<file path="src/rtl/stack_arbiter.sv">
// -----------------------------------------------------------------------------
// stack_arbiter
//   Shares one external stack between NREQ requesters. A round-robin arbiter
//   picks one requester per transaction. The accepted op is driven onto the
//   stack strobes for one cycle, and the popped value is returned with a
//   one-cycle ack. A push on a full stack or a pop on an empty stack is answered
//   with err=1 and never reaches the stack.
//
//   Ports
//     clk, resetN         rising-edge clock, asynchronous active-low reset
//     req[NREQ]           per-requester request level
//     req_op[2*NREQ]      op of requester i at [2i+1:2i]: 00 none, 01 push,
//                         10 pop, 11 swap
//     req_data            push data of requester i at [WIDTH*i +: WIDTH]
//     ack[NREQ]           one-cycle completion pulse to the granted requester
//     err                 valid with ack; op rejected (full/empty)
//     rsp_data            valid with ack; popped value, otherwise 0
//     busy                high whenever the FSM is not in IDLE
//     stk_push/stk_pop    strobes to the stack, high only during ISSUE
//     stk_data_in         data to the stack, non-zero only during ISSUE
//     stk_data_out        data from the stack (valid after its falling edge)
//     stk_full/stk_empty  stack status, sampled only in IDLE
// -----------------------------------------------------------------------------
module stack_arbiter #(
  parameter int WIDTH = 8,
  parameter int NREQ  = 2
) (
  input  logic                    clk,
  input  logic                    resetN,
  input  logic [NREQ-1:0]         req,
  input  logic [2*NREQ-1:0]       req_op,
  input  logic [WIDTH*NREQ-1:0]   req_data,
  output logic [NREQ-1:0]         ack,
  output logic                    err,
  output logic [WIDTH-1:0]        rsp_data,
  output logic                    busy,
  output logic                    stk_push,
  output logic                    stk_pop,
  output logic [WIDTH-1:0]        stk_data_in,
  input  logic [WIDTH-1:0]        stk_data_out,
  input  logic                    stk_full,
  input  logic                    stk_empty
);

  localparam int GW = (NREQ > 1) ? $clog2(NREQ) : 1;
  localparam logic [GW-1:0] LAST_IDX = GW'(NREQ - 1);

  localparam logic [1:0] OP_PUSH = 2'b01;
  localparam logic [1:0] OP_POP  = 2'b10;

  typedef enum logic [1:0] {
    IDLE  = 2'd0,
    ISSUE = 2'd1,
    RESP  = 2'd2
  } state_t;

  // ---------------------------------------------------------------------------
  // Per-requester views of the packed request buses
  // ---------------------------------------------------------------------------
  logic [NREQ-1:0] eligible;
  logic [1:0]      op_arr   [NREQ];
  logic [WIDTH-1:0] data_arr [NREQ];

  generate
    for (genvar gi = 0; gi < NREQ; gi++) begin : g_req
      assign op_arr[gi]   = req_op[2*gi +: 2];
      assign data_arr[gi] = req_data[WIDTH*gi +: WIDTH];
      // A raised req with op "none" is not a transaction and is skipped.
      assign eligible[gi] = req[gi] && (req_op[2*gi +: 2] != 2'b00);
    end
  endgenerate

  // ---------------------------------------------------------------------------
  // State
  // ---------------------------------------------------------------------------
  state_t            state_q, state_d;
  logic [GW-1:0]     last_grant_q, last_grant_d;
  logic [GW-1:0]     grant_q, grant_d;
  logic [1:0]        op_q, op_d;
  logic [WIDTH-1:0]  data_q, data_d;
  logic              was_empty_q, was_empty_d;
  logic [NREQ-1:0]   ack_q, ack_d;
  logic              err_q, err_d;
  logic [WIDTH-1:0]  rsp_data_q, rsp_data_d;
  logic              busy_q, busy_d;
  logic              stk_push_q, stk_push_d;
  logic              stk_pop_q, stk_pop_d;
  logic [WIDTH-1:0]  stk_data_in_q, stk_data_in_d;

  // ---------------------------------------------------------------------------
  // Round-robin pick: walk the indices starting just after the last grant,
  // wrapping at NREQ-1, and take the first eligible one.
  // ---------------------------------------------------------------------------
  logic          found;
  logic [GW-1:0] winner;
  logic [GW-1:0] cand;

  always_comb begin
    found  = 1'b0;
    winner = '0;
    cand   = last_grant_q;
    for (int k = 0; k < NREQ; k++) begin
      if (cand == LAST_IDX) begin
        cand = '0;
      end else begin
        cand = cand + GW'(1);
      end
      if (!found && eligible[cand]) begin
        found  = 1'b1;
        winner = cand;
      end
    end
  end

  // ---------------------------------------------------------------------------
  // Next-state and registered-output logic
  // ---------------------------------------------------------------------------
  logic reject;

  always_comb begin
    state_d       = state_q;
    last_grant_d  = last_grant_q;
    grant_d       = grant_q;
    op_d          = op_q;
    data_d        = data_q;
    was_empty_d   = was_empty_q;
    ack_d         = '0;
    err_d         = 1'b0;
    rsp_data_d    = '0;
    stk_push_d    = 1'b0;
    stk_pop_d     = 1'b0;
    stk_data_in_d = '0;
    reject        = 1'b0;

    unique case (state_q)
      IDLE: begin
        if (found) begin
          grant_d     = winner;
          op_d        = op_arr[winner];
          data_d      = data_arr[winner];
          // Remembered so a swap on an empty stack returns 0 rather than
          // whatever stale value the stack happens to present.
          was_empty_d = stk_empty;
          // Swap is never rejected: on a full stack it keeps depth, on an
          // empty stack it behaves as a push.
          reject = ((op_arr[winner] == OP_PUSH) && stk_full) ||
                   ((op_arr[winner] == OP_POP)  && stk_empty);
          if (reject) begin
            state_d        = RESP;
            ack_d[winner]  = 1'b1;
            err_d          = 1'b1;
          end else begin
            state_d       = ISSUE;
            stk_push_d    = op_arr[winner][0];
            stk_pop_d     = op_arr[winner][1];
            stk_data_in_d = data_arr[winner];
          end
        end
      end

      ISSUE: begin
        // The stack has acted on the falling edge inside this cycle, so
        // stk_data_out already holds the popped value here.
        state_d        = RESP;
        ack_d[grant_q] = 1'b1;
        if (op_q[1] && !(op_q[0] && was_empty_q)) begin
          rsp_data_d = stk_data_out;
        end
      end

      RESP: begin
        state_d      = IDLE;
        last_grant_d = grant_q;
      end

      default: begin
        state_d = IDLE;
      end
    endcase

    busy_d = (state_d != IDLE);
  end

  always_ff @(posedge clk or negedge resetN) begin
    if (!resetN) begin
      state_q       <= IDLE;
      last_grant_q  <= LAST_IDX;
      grant_q       <= '0;
      op_q          <= 2'b00;
      data_q        <= '0;
      was_empty_q   <= 1'b0;
      ack_q         <= '0;
      err_q         <= 1'b0;
      rsp_data_q    <= '0;
      busy_q        <= 1'b0;
      stk_push_q    <= 1'b0;
      stk_pop_q     <= 1'b0;
      stk_data_in_q <= '0;
    end else begin
      state_q       <= state_d;
      last_grant_q  <= last_grant_d;
      grant_q       <= grant_d;
      op_q          <= op_d;
      data_q        <= data_d;
      was_empty_q   <= was_empty_d;
      ack_q         <= ack_d;
      err_q         <= err_d;
      rsp_data_q    <= rsp_data_d;
      busy_q        <= busy_d;
      stk_push_q    <= stk_push_d;
      stk_pop_q     <= stk_pop_d;
      stk_data_in_q <= stk_data_in_d;
    end
  end

  assign ack         = ack_q;
  assign err         = err_q;
  assign rsp_data    = rsp_data_q;
  assign busy        = busy_q;
  assign stk_push    = stk_push_q;
  assign stk_pop     = stk_pop_q;
  assign stk_data_in = stk_data_in_q;

endmodule

</file>
<file path="config.mk">
export PLATFORM = sky130hd
export DESIGN_NAME = stack_arbiter
export DESIGN_NICKNAME = d
export VERILOG_FILES = /design/src/rtl/stack_arbiter.sv
export SDC_FILE = /design/constraint.sdc
export NUM_CORES = 1
export LEC_CHECK = 0
export BUFFER_PORTS_ARGS = -buffer_cell sky130_fd_sc_hd__clkbuf_2
export CORE_ASPECT_RATIO = 0.7
export CORE_MARGIN = 3
export CORE_UTILIZATION = 45
export DETAILED_ROUTE_END_ITERATION = 8
export PLACE_DENSITY_LB_ADDON = 0.05
export SLEW_MARGIN = 30
export SYNTH_ARGS = -nofsm -noshare
export SYNTH_HDL_FRONTEND = slang
export SYNTH_SLANG_ARGS = --single-unit
</file>
<file path="constraint.sdc">
create_clock -name clk -period 1.7 [get_ports clk]
set_input_delay 0.17 -clock clk [delete_from_list [all_inputs] [get_ports clk]]
set_output_delay 0.17 -clock clk [all_outputs]
set_load 0.005 [all_outputs]
</file>
==> results by stage <==
Run status:
- The flow ran to the end, and the final reports show no timing, DRC or antenna violations.

Synthesis:
- The post-synthesis cell count is 98.
- The synthesized netlist contains 27 unique library cells.
- The sequential cell area fraction in the yosys report is 60.0%.
- For this run, the number of Yosys warnings is 0.
- Of the total synthesized cell area, the portion taken by full adders, half adders and majority gates is 0%.
- The synthesized netlist devotes 11.7% of its cell area to compound gates.
- The share of the synthesized netlist area taken by xor and xnor gates is 0%.
- Summing the areas of all and, or, nand and nor instances in the mapped netlist gives 16.3% of the synthesized area.
- The synthesized area is between 0.001 and 0.0015 sq mm.
- The mux share of post-synthesis cell area is 10.1%.
- The synthesized area per cell is approximately 12 sq um.
- Synthesis inferred 29 register bits.
- Counting every net in the synthesized netlist gives 132.
- By area, the combinational part of the netlist is dominated by simple AND/OR/NAND/NOR gates.

Placed design:
- The pre-CTS worst setup slack is 223 ps.
- The congestion estimate from routability-driven global placement came to 0.760.
- The count of buffers inserted at the top-level ports is 55.
- The HPWL after detailed placement is 1.92 mm.

Setup path:
- The endpoint identified for the worst register-to-register timing path is was_empty_q.
- The data arrival time at the worst-slack endpoint is 1580 ps.
- The maximum single-stage delay on the critical path is roughly 400 ps.
- The worst endpoint required time is 1850 ps.
- The critical path goes through or2_2 > a21o_1 > mux2_2.
- In this run the register-to-register setup slack is 270 ps.
- STA classifies the critical path endpoint as a register.
- Of all nets on the critical path, the largest fanout is 12.
- The startpoint of the worst-slack reg-to-reg timing path is state_q[1].
- The largest individual stage delay along the critical path comes from the cell sky130_fd_sc_hd__dfrtp_1.
- The number of cell instances on the worst register-to-register path is 3.
- The startpoint kind of the worst setup timing path is a register.
- The critical path in this run is classified as reg -> reg.

Routing:
- After detailed routing, the number of vias per cell comes to 4.74.
- The starting DRC count in detailed routing is 49.
- In the routed design, unresolved DRC markers number 0.
- The final routed wire length divided by cell count is between 10 and 15 microns.
- The count of nets left with antenna violations once routing finished came out at 0.
- The detailed-router iteration count before antenna repair is 2.
- The total via count in the routed design is 920.
- The final layout contains routed wiring with a total length of 2.40 mm.

Timing:
- The setup-violating endpoint count in the final report is 0.
- Setup repair after global routing left no endpoint under its margin.
- The smallest clock period supported by the final layout is computed as 1430 ps.
- Headroom to the max-slew limit came out at 54.9%.
- The number of max-slew violations in the final report is 0.
- The final critical path takes up a little over four fifths of the cycle.
- The final setup slack of the worst path is 268 ps.
- The setup skew after layout is 2.77 ps.
- The slew at the pin closest to its max-slew limit is 677 ps.
- The timing-limited maximum frequency is 698 MHz.
- For the final routed database, the setup TNS stands at 0 ps.
- The hold violation total from the final report is 0.

Clocking:
- The later pin in the worst-skew pair is clocked with a latency of 260 ps.
- The clock tree from TritonCTS is done.
- The number of clock sinks seen by CTS is 29.
- Post-CTS timing repair inserted 0 buffers for setup.
- The H-tree was split into 2 levels.
- The TritonCTS buffer count is 5.
- The buffer type at the clock tree root is sky130_fd_sc_hd__clkbuf_8.
- The maximum root-to-sink buffer count is 2.
- The clock transition time at the flip-flop clock pins of the worst setup and hold paths is 60 ps.

Min path:
- The path with the worst hold slack has its endpoint at rsp_data[4].
- The worst min-delay path category is in -> reg.
- Along the worst hold path, the cell count comes to 2.
- The launch instance of the worst min-delay path is stk_data_out[4].

Final layout:
- The final antenna diode count is 0.
- The net count of the finished layout is 193.
- The number of filler cells placed in the layout is 209.
- The commonest non-fill, non-tap cell in the layout is sky130_fd_sc_hd__clkbuf_2.
- The growth of design area from synthesis to finish is 35.3%.
- The post-route netlist has 45.0% of its cells at a drive strength greater than 1.
- In the layout the commonest cells are 55 x sky130_fd_sc_hd__clkbuf_2, 28 x sky130_fd_sc_hd__dfrtp_1, 10 x sky130_fd_sc_hd__mux2i_1.

Global route:
- The largest net degree at the start of global routing is 30.
- For this run, the total global-route usage over all layers was measured as 15.8%.
- The number of global-route vias before repair came to 935.
- The number of antenna violations at the first check in global routing is 0.
- The first global-routing pass estimated 3.96 mm of wire.
- The total overflow left after global routing is 0.

Run:
- The number of max-cap violations is 0.

Floorplanning:
- The number of rows created at floorplan is 15.
- The vertical die dimension is 49.4 microns.
- The starting density of the core is about half.
- The count of boundary I/O pins is 56.
- The area of the core is 0.00251 sq mm.
- The width of the chip is 68.0 microns.
- The area of the die is 0.00336 sq mm.

Pwr:
- VDD sags by at most 833 uV.
- The analysis attributes to cell leakage a power of between 0.8 and 0.9 nW.
- For this design the ratio of total power to cell area is 1380 mW/mm^2.
[cell type report]
cell class | count | area (sq um) | share of cell area, %
timing repair buffer | 57 | 293 | 17.8
multi-input combinational | 66 | 462 | 28.1
clock inverter | 1 | 30.0 | 1.83
clock buffer | 7 | 86.3 | 5.26
sequential | 29 | 727 | 44.3
tap | 34 | 42.5 | 2.59
[critical path: cells and delay by family, from the launching register on]
family,cells,cell delay [ps]
simple gates,1,310
flops,1,400
compound gates,1,290
mux,1,310
[cell families (layout without fill, tap and decap cells)]
logic type / Yosys count / after routing
AO/OA/AOI/OAI: 17 / 17
buffers and inverters: 3 / 65
AND/OR/NAND/NOR: 37 / 37
multiplexers: 12 / 12
flip-flops: 29 / 29
[state kept, by name, summed over array words and instances (netlist names)]
name and count:
stk_data_in 8, state_q 2, last_grant_q 1, grant_q 1
ack 2, stk_push 1, err 1, stk_pop 1
op_q 2, busy 1, was_empty_q 1, rsp_data 8
[what timing repair did]
action	in CTS	in global routing
hold buffers	1	0
gates resized for setup	0	0
hold endpoints to repair	28	0
endpoints found under the setup margin	0	0
[metal layers]
| layer | share of wire [%] | routed length [microns] | track usage, % | vias up |
|---|---|---|---|---|
| met1 | 40 | 968 | 18.6 | 433 |
| met3 | 7.8 | 186 | 7.60 | 0 |
| met2 | 52 | 1240 | 26.7 | 26 |
| met4 | 0 | 0 | 1.98 | 0 |
| li1 | - | - | - | 461 |
| met5 | 0 | 0 | 0 | - |
[stage by stage]
step / std cells / util, % / instance area (sq um) / total power, mW / hold WS, ps
after floorplan: 98 / - / 1210 / 1.34 / -126
after global placement: 185 / 60.2 / 1510 / 1.57 / 241
after detailed placement: 185 / 60.2 / 1510 / 1.59 / 240
after CTS: 194 / 65.2 / 1640 / 2.30 / 106
after global routing: 194 / 65.2 / 1640 / 2.43 / 102
final: 194 / 65.2 / 1640 / 2.27 / 115
[synth_stat cells, drive strengths merged]
library cell | count | area share [%]
or3 | 1 | 0.52
a32oi | 1 | 1.3
o21a | 3 | 1.9
or2 | 2 | 1.0
nor3 | 9 | 3.7
buf | 2 | 1.7
o32ai | 1 | 0.72
nor2b | 1 | 0.52
o21ai | 5 | 2.1
dfrtp | 28 | 58
nand2b | 1 | 0.52
a21oi | 2 | 0.83
a211oi | 2 | 1.2
nand3b | 2 | 1.2
nor2 | 2 | 0.62
and2 | 10 | 5.4
nand2 | 9 | 2.8
mux2 | 2 | 1.9
mux2i | 10 | 8.3
a21o | 2 | 1.9
clkbuf | 1 | 0.31
o31ai | 1 | 1.8
dfstp | 1 | 2.2
[report_power, final]
group          internal, mW  switching [mW]
combinational         0.289           0.307
sequential            0.879          0.0921
clock                 0.477           0.225
[worst max-delay path by stage]
stage	slack [ps]	to	start	cells past startpoint
final	270	was_empty_q	state_q[1]	3
after global routing	190	stk_data_in[3]	last_grant_q	3
after CTS	270	was_empty_q	state_q[1]	3
after detailed placement	220	stk_data_in[2]	req_op[3]	5
after global placement	270	was_empty_q	req_op[3]	4
after floorplan	380	ack[0]	state_q[0]	4
Note: power is estimated with default switching activity, not from simulation.
